`config.mk`:
```
export PLATFORM = sky130hd
export DESIGN_NAME = norm_channelwise_flat
export DESIGN_NICKNAME = d
export VERILOG_FILES = /design/src/rtl/norm_pkg.sv /design/src/rtl/norm_channelwise_if.sv /design/src/rtl/norm_lane.sv /design/src/rtl/norm_channelwise.sv /design/src/flat_wrapper.sv
export SDC_FILE = /design/constraint.sdc
export NUM_CORES = 1
export LEC_CHECK = 0
export BUFFER_PORTS_ARGS = -buffer_cell sky130_fd_sc_hd__buf_2
export CORE_UTILIZATION = 40
export CTS_CLUSTER_SIZE = 24
export DETAILED_ROUTE_END_ITERATION = 12
export HOLD_SLACK_MARGIN = 0.15
export PLACE_DENSITY = 0.57
export SYNTH_ARGS = -nofsm -noshare
export SYNTH_HDL_FRONTEND = slang
export SYNTH_SLANG_ARGS = --single-unit
```
`constraint.sdc`:
```
create_clock -name clk -period 11.7 [get_ports clk]
set_input_delay 0 -clock clk [delete_from_list [all_inputs] [get_ports clk]]
set_output_delay 0 -clock clk [all_outputs]
set_load 0.02 [all_outputs]
```
`src/rtl/norm_pkg.sv`:
```
// Shared FSM encoding and fixed-point helpers for the per-lane normalization pipeline.
package norm_pkg;

    typedef enum logic [1:0] {
        S_IDLE,
        S_RUN,
        S_DRAIN,
        S_DONE
    } state_e;

    // Stage widths: S1 difference keeps one guard bit, S2 product holds d * zero-extended inv_var.
    function automatic int unsigned sub_w(input int unsigned dw);
        return dw + 1;
    endfunction

    function automatic int unsigned prod_w(input int unsigned dw);
        return 2 * dw + 1;
    endfunction

    // Round half up at the binary point, then clamp to the dw-bit signed range.
    function automatic logic signed [63:0] round_sat(input logic signed [63:0] p,
                                                     input int unsigned frac,
                                                     input int unsigned dw);
        logic signed [63:0] r;
        logic signed [63:0] hi;
        logic signed [63:0] lo;
        r  = (p + (64'sd1 <<< (frac - 1))) >>> frac;
        hi = (64'sd1 <<< (dw - 1)) - 64'sd1;
        lo = -(64'sd1 <<< (dw - 1));
        if (r > hi) begin
            r = hi;
        end else if (r < lo) begin
            r = lo;
        end
        return r;
    endfunction

endpackage

```
`src/rtl/norm_channelwise_if.sv`:
```
// Column-beat stream handshake: upstream beats in, normalized beats out.
interface norm_channelwise_if #(
    parameter int unsigned DESIGN_SIZE = 4,
    parameter int unsigned DWIDTH      = 8
);
    logic                          in_valid;
    logic                          in_ready;
    logic [DESIGN_SIZE*DWIDTH-1:0] inp_data;
    logic                          out_valid;
    logic                          out_ready;
    logic [DESIGN_SIZE*DWIDTH-1:0] out_data;

    modport master (
        output in_valid, inp_data, out_ready,
        input  in_ready, out_valid, out_data
    );

    modport slave (
        input  in_valid, inp_data, out_ready,
        output in_ready, out_valid, out_data
    );
endinterface

```
`src/rtl/norm_lane.sv`:
```
// One lane of the 3-stage normalize datapath; masked-off lanes ride the same stages unchanged.
module norm_lane
    import norm_pkg::*;
#(
    parameter int unsigned DWIDTH    = 8,
    parameter int unsigned FRAC_BITS = 4
) (
    input  logic              clk,
    input  logic              resetn,
    input  logic              adv,
    input  logic [2:0]        ld,
    input  logic              mask,
    input  logic [DWIDTH-1:0] x,
    input  logic [DWIDTH-1:0] mean,
    input  logic [DWIDTH-1:0] inv_var,
    output logic [DWIDTH-1:0] r
);
    localparam int unsigned SW = sub_w(DWIDTH);
    localparam int unsigned PW = prod_w(DWIDTH);

    logic [SW-1:0]     s1_q, s1_d;
    logic [PW-1:0]     s2_q, s2_d;
    logic [PW-1:0]     s1_ext, iv_ext;
    logic [DWIDTH-1:0] s3_q, s3_d;

    // Pass-through lanes carry x sign-extended so its low bits survive both wide stages.
    always_comb begin
        s1_d = {x[DWIDTH-1], x};
        if (mask) begin
            s1_d = {x[DWIDTH-1], x} - {mean[DWIDTH-1], mean};
        end
        s1_ext = {{(PW-SW){s1_q[SW-1]}}, s1_q};
        iv_ext = {{(PW-DWIDTH){1'b0}}, inv_var};
        s2_d   = mask ? s1_ext * iv_ext : s1_ext;
        s3_d   = mask ? DWIDTH'(round_sat($signed({{(64-PW){s2_q[PW-1]}}, s2_q}), FRAC_BITS, DWIDTH))
                      : s2_q[DWIDTH-1:0];
    end

    always_ff @(posedge clk or negedge resetn) begin
        if (!resetn) begin
            s1_q <= '0;
            s2_q <= '0;
            s3_q <= '0;
        end else if (adv) begin
            if (ld[0]) s1_q <= s1_d;
            if (ld[1]) s2_q <= s2_d;
            if (ld[2]) s3_q <= s3_d;
        end
    end

    assign r = s3_q;

endmodule

```
`src/rtl/norm_channelwise.sv`:
```
// Per-lane batch-normalization stage: pass FSM, config latches, stage valids and bypass muxing.
module norm_channelwise
    import norm_pkg::*;
#(
    parameter int unsigned DESIGN_SIZE = 4,
    parameter int unsigned DWIDTH      = 8,
    parameter int unsigned FRAC_BITS   = 4,
    parameter int unsigned CNT_WIDTH   = 8
) (
    input  logic                          clk,
    input  logic                          resetn,
    input  logic                          enable_norm,
    input  logic                          start,
    input  logic [CNT_WIDTH-1:0]          num_cols,
    input  logic [DESIGN_SIZE*DWIDTH-1:0] mean,
    input  logic [DESIGN_SIZE*DWIDTH-1:0] inv_var,
    input  logic [DESIGN_SIZE-1:0]        validity_mask,
    norm_channelwise_if.slave             bus,
    output logic                          done_norm,
    output logic                          busy
);
    state_e                        state_q, state_d;
    logic [CNT_WIDTH-1:0]          cnt_q, cnt_d;
    logic [CNT_WIDTH-1:0]          ncols_q;
    logic [DESIGN_SIZE*DWIDTH-1:0] mean_q, inv_var_q, lane_out;
    logic [DESIGN_SIZE-1:0]        mask_q;
    logic [2:0]                    vld_q, vld_d;
    logic                          adv, run_ready, accept, cfg_load;

    assign adv       = ~vld_q[2] | bus.out_ready;
    assign run_ready = (state_q == S_RUN) && (cnt_q < ncols_q) && adv;
    assign accept    = enable_norm & run_ready & bus.in_valid;
    assign cfg_load  = enable_norm & start & (state_q == S_IDLE);

    always_comb begin
        vld_d = vld_q;
        if (!enable_norm) begin
            vld_d = '0;
        end else if (adv) begin
            vld_d = {vld_q[1:0], accept};
        end
    end

    // DRAIN looks at the post-edge valids so DONE lands right after the final output handshake.
    always_comb begin
        state_d = state_q;
        cnt_d   = cnt_q;
        if (!enable_norm) begin
            state_d = S_IDLE;
        end else begin
            unique case (state_q)
                S_IDLE: begin
                    if (start) begin
                        state_d = S_RUN;
                        cnt_d   = '0;
                    end
                end
                S_RUN: begin
                    if (accept) cnt_d = cnt_q + 1'b1;
                    if (cnt_q == ncols_q) state_d = S_DRAIN;
                end
                S_DRAIN: begin
                    if (vld_d == '0) state_d = S_DONE;
                end
                S_DONE:  state_d = S_IDLE;
                default: state_d = S_IDLE;
            endcase
        end
    end

    always_ff @(posedge clk or negedge resetn) begin
        if (!resetn) begin
            state_q <= S_IDLE;
            cnt_q   <= '0;
            vld_q   <= '0;
        end else begin
            state_q <= state_d;
            cnt_q   <= cnt_d;
            vld_q   <= vld_d;
        end
    end

    always_ff @(posedge clk or negedge resetn) begin
        if (!resetn) begin
            ncols_q   <= '0;
            mean_q    <= '0;
            inv_var_q <= '0;
            mask_q    <= '0;
        end else if (cfg_load) begin
            ncols_q   <= num_cols;
            mean_q    <= mean;
            inv_var_q <= inv_var;
            mask_q    <= validity_mask;
        end
    end

    for (genvar g = 0; g < DESIGN_SIZE; g++) begin : g_lane
        norm_lane #(
            .DWIDTH   (DWIDTH),
            .FRAC_BITS(FRAC_BITS)
        ) u_lane (
            .clk    (clk),
            .resetn (resetn),
            .adv    (adv),
            .ld     ({vld_q[1:0], accept}),
            .mask   (mask_q[g]),
            .x      (bus.inp_data[g*DWIDTH +: DWIDTH]),
            .mean   (mean_q[g*DWIDTH +: DWIDTH]),
            .inv_var(inv_var_q[g*DWIDTH +: DWIDTH]),
            .r      (lane_out[g*DWIDTH +: DWIDTH])
        );
    end

    assign bus.out_data  = enable_norm ? lane_out  : bus.inp_data;
    assign bus.out_valid = enable_norm ? vld_q[2]  : bus.in_valid;
    assign bus.in_ready  = enable_norm ? run_ready : bus.out_ready;
    assign done_norm     = enable_norm ? (state_q == S_DONE) : 1'b1;
    assign busy          = (state_q != S_IDLE);

endmodule

```
`src/flat_wrapper.sv`:
```
// flat-port wrapper written by rule: the top's interface ports become plain ports
module norm_channelwise_flat import norm_pkg::*;
#(
    parameter int unsigned DESIGN_SIZE = 4,
    parameter int unsigned DWIDTH      = 8,
    parameter int unsigned FRAC_BITS   = 4,
    parameter int unsigned CNT_WIDTH   = 8
)
  (clk, resetn, enable_norm, start, num_cols, mean, inv_var, validity_mask, done_norm, busy, bus_in_valid, bus_inp_data, bus_out_ready, bus_in_ready, bus_out_valid, bus_out_data);
  norm_channelwise_if #(.DESIGN_SIZE(DESIGN_SIZE), .DWIDTH(DWIDTH)) bus_i ();
  input  logic clk;
  input  logic resetn;
  input  logic enable_norm;
  input  logic start;
  input  logic [CNT_WIDTH-1:0] num_cols;
  input  logic [DESIGN_SIZE*DWIDTH-1:0] mean;
  input  logic [DESIGN_SIZE*DWIDTH-1:0] inv_var;
  input  logic [DESIGN_SIZE-1:0] validity_mask;
  output logic done_norm;
  output logic busy;
  input wire logic [$bits(bus_i.in_valid)-1:0] bus_in_valid;
  input wire logic [$bits(bus_i.inp_data)-1:0] bus_inp_data;
  input wire logic [$bits(bus_i.out_ready)-1:0] bus_out_ready;
  output wire logic [$bits(bus_i.in_ready)-1:0] bus_in_ready;
  output wire logic [$bits(bus_i.out_valid)-1:0] bus_out_valid;
  output wire logic [$bits(bus_i.out_data)-1:0] bus_out_data;
  assign bus_i.in_valid = bus_in_valid;
  assign bus_i.inp_data = bus_inp_data;
  assign bus_i.out_ready = bus_out_ready;
  assign bus_in_ready = bus_i.in_ready;
  assign bus_out_valid = bus_i.out_valid;
  assign bus_out_data = bus_i.out_data;
  norm_channelwise #(.DESIGN_SIZE(DESIGN_SIZE), .DWIDTH(DWIDTH), .FRAC_BITS(FRAC_BITS), .CNT_WIDTH(CNT_WIDTH)) u_core (.clk(clk), .resetn(resetn), .enable_norm(enable_norm), .start(start), .num_cols(num_cols), .mean(mean), .inv_var(inv_var), .validity_mask(validity_mask), .bus(bus_i), .done_norm(done_norm), .busy(busy));
endmodule
```
==> impl_metrics.ini <==
[route]
vias_per_cell = 5.14
vias = 18800
drc_errors = 0
wl_per_cell_um = 16.7
wirelength_mm = 60.8
drt_iter0_drc = 1015
ant_nets = 0
drtPass1Iterations = 5

[floorplan]
dieArea_um2 = 59600
num_rows = 88
die_x_um = 244
die_y_um = 244
start_util = 0.406
core-area_um2 = 57800
io_pins = 150

[sta]
rsz0062_at_grt = false
max-slew-margin-rel = 0.223
fin_crit_sh = 0.431
tightest_slew_ns = 1.17
min_period_ns = 5.04
max_freq_mhz = 198
tns_ns = 0
finalHoldViolCount = 0
finClkSkew_ns = 0.0176
finalSetupViolations = 0
slew_viol_final = 0

[clocking]
clk_pin_slew_ns = 0.06
cts_buffer_depth = 3
root_buffer = clkbuf_16
ctsHoldBuffers = 145
tritoncts = yes
cts_inserted_buffers = 29
cts_resized = 0
cts_num_sinks = 225
cts_setup_buffers = 0
ctsHtreeMaxLevel = 1
worstSkewPairLatency_ns = 0.59

[yosys]
synthDistinctLibCells = 66
ys_seq_area_frac = 0.240
synth_flop_cell = dfrtp_1
syn_area_per_cell_um2 = 8.87
synth_area_um2 = 23500
ys_warn_count = 0
async_reset_ff_frac = 1.00
synth-edff-count = 0
synth_nets = 3176
synth-seq-cells = 225
synthCells = 2644

[critical_path]
crit_fanout = 10
worstPathRequired_ns = 12.15
endpoint = u_core.g_lane[1].u_lane.s2_q[16]
crit_path_frequent_cell = inv_1
path_class = reg -> reg
max_stage_delay_ns = 0.59
rrSetupSlack_ns = 6.66
cp_data_arrival_time_ns = 5.49
path_cells = nand2_1 > inv_1 > fa_1 > inv_1 > fa_1 > inv_1 > fa_1 > inv_1 > fa_1 > inv_1 > ha_1 > a21o_1 > nand2_1 > o21ai_0 > a2111oi_0 > o21ai_0 > o31ai_1 > nor3_1
reg2reg_depth = 18
slowest_stage = a2111oi_0
crit_start = u_core.inv_var_q[8]
end_kind = flop
r2r_end = u_core.g_lane[1].u_lane.s2_q[16]
r2r-start = u_core.inv_var_q[8]
start_kind = flop

[grt]
grt_pass1_wl_mm = 102
grt_max_degree = 96
grt_pass1_vias = 19800
antenna_found_initial = 0
grt.total_usage = 0.210
gr-total-overflow = 0

[placement]
dpl.hpwl_mm = 45.3
place.gp.congestion = 0.884
io_buffers = 149

[run_status]
outcome = finished, final reports clean

[finish]
utilization = 0.473
nNetsFinal = 3394
syn_to_final_growth_pct = 16.5
diodes = 0
drive_above_1_share = 0.115

[hold_path]
hp-class = in -> reg

[job]
cap_violations = 0
[critical path: cells and delay by family, from the launching register on]
family	cells	cell delay [ns]
adder cells (fa/ha/maj)	5	2.40
AO/OA/AOI/OAI	5	1.19
AND/OR/NAND/NOR	3	0.40
buffers and inverters	5	0.38
flip-flops	1	0.54
[worst min path at each step]
stage	from	end	slack [ns]	cells after the start
after global routing	inv_var[3]	u_core.inv_var_q[3]	0.19	3
after detailed placement	resetn	u_core.inv_var_q[23]	0.12	1
final	inv_var[23]	u_core.inv_var_q[23]	0.18	3
after floorplan	resetn	u_core.cnt_q[0]	-0.30	0
after CTS	mean[30]	u_core.mean_q[30]	0.15	3
after global placement	resetn	u_core.inv_var_q[23]	0.11	1
[synth_stat cells, types with 39 or more instances]
master    count  area [um2]
ha_1        182        2280
o21ai_0     184         921
nor2_1       84         315
dfrtp_1     225        5630
xnor2_1      66         578
fa_1        236        4720
nand2_1     303        1140
nand3_1      39         195
mux2_2      104        1170
clkbuf_1    102         383
inv_1       446        1670
and2_1      165        1030
a21oi_1     121         606
[sequential cells by signal, summed over array words and instances, names as in the netlist]
register / flops
u_core.cnt_q: 8
u_core.g_lane.u_lane.r: 32
u_core.g_lane.u_lane.s1_q: 36
u_core.g_lane.u_lane.s2_q: 68
u_core.inv_var_q: 32
u_core.mask_q: 4
u_core.mean_q: 32
u_core.ncols_q: 8
u_core.state_q: 2
u_core.vld_q: 3
[logic make-up after synthesis]
| family | count (synthesis) | synth area share |
|---|---|---|
| AOI/OAI and AO/OA | 461 | 0.117 |
| muxes | 133 | 0.0623 |
| and+or+nand+nor | 745 | 0.156 |
| adders and majority gates | 418 | 0.298 |
| xor gates and xnor gates | 97 | 0.0362 |
| DFF | 225 | 0.240 |
| buffers and inverters | 565 | 0.0905 |
[final cells by class]
cell class	count	area (um2)
clock buffers	34	785
flip-flops and latches	225	5630
fillers	5603	30500
repair buffers	306	2310
well taps	765	957
clock inverters	19	230
multi-input cells	1854	15700
inverters	446	1670
[layer usage]
layer / vias to the layer above / global-route usage / routed length [um]
li1: 8983 / - / -
met2: 406 / 0.361 / 29400
met4: 0 / 0.0574 / 1670
met3: 79 / 0.0252 / 2610
met1: 9303 / 0.277 / 27100
met5: - / 0 / 0
[per-stage QoR]
| step | std cells | instance area [um2] | worst slack [ns] | hold slack, ns |
|---|---|---|---|---|
| after floorplan | 2644 | 23500 | 7.04 | -0.296 |
| after global placement | 3451 | 24800 | 6.69 | 0.115 |
| after detailed placement | 3451 | 24800 | 6.68 | 0.119 |
| after CTS | 3649 | 27300 | 6.62 | 0.154 |
| after global routing | 3649 | 27300 | 6.19 | 0.189 |
| final | 3649 | 27300 | 6.66 | 0.185 |
[placed cells by master, fill, tap and decap left out, types with 10 or more instances in the layout]
cell           count
inv_1            446
nand2_1          302
fa_1             236
dfrtp_1          225
o21ai_0          184
ha_1             182
and2_1           165
buf_2            148
dlygate4sd3_1    144
a21oi_1          121
mux2_2           104
nor2_1            84
xnor2_1           66
nand3_1           37
nor3_1            34
or3_1             31
xor2_1            31
mux2i_1           29
clkbuf_16         29
a21o_1            28
nor2b_1           23
and3_1            19
o21a_1            15
a31oi_1           14
nand4_1           13
buf_4             12
clkinv_2          11
a21boi_0          10
Power is left out: the tool's default activity adds up to more than one toggle a clock period on the data nets, which glitch-free logic cannot reach.
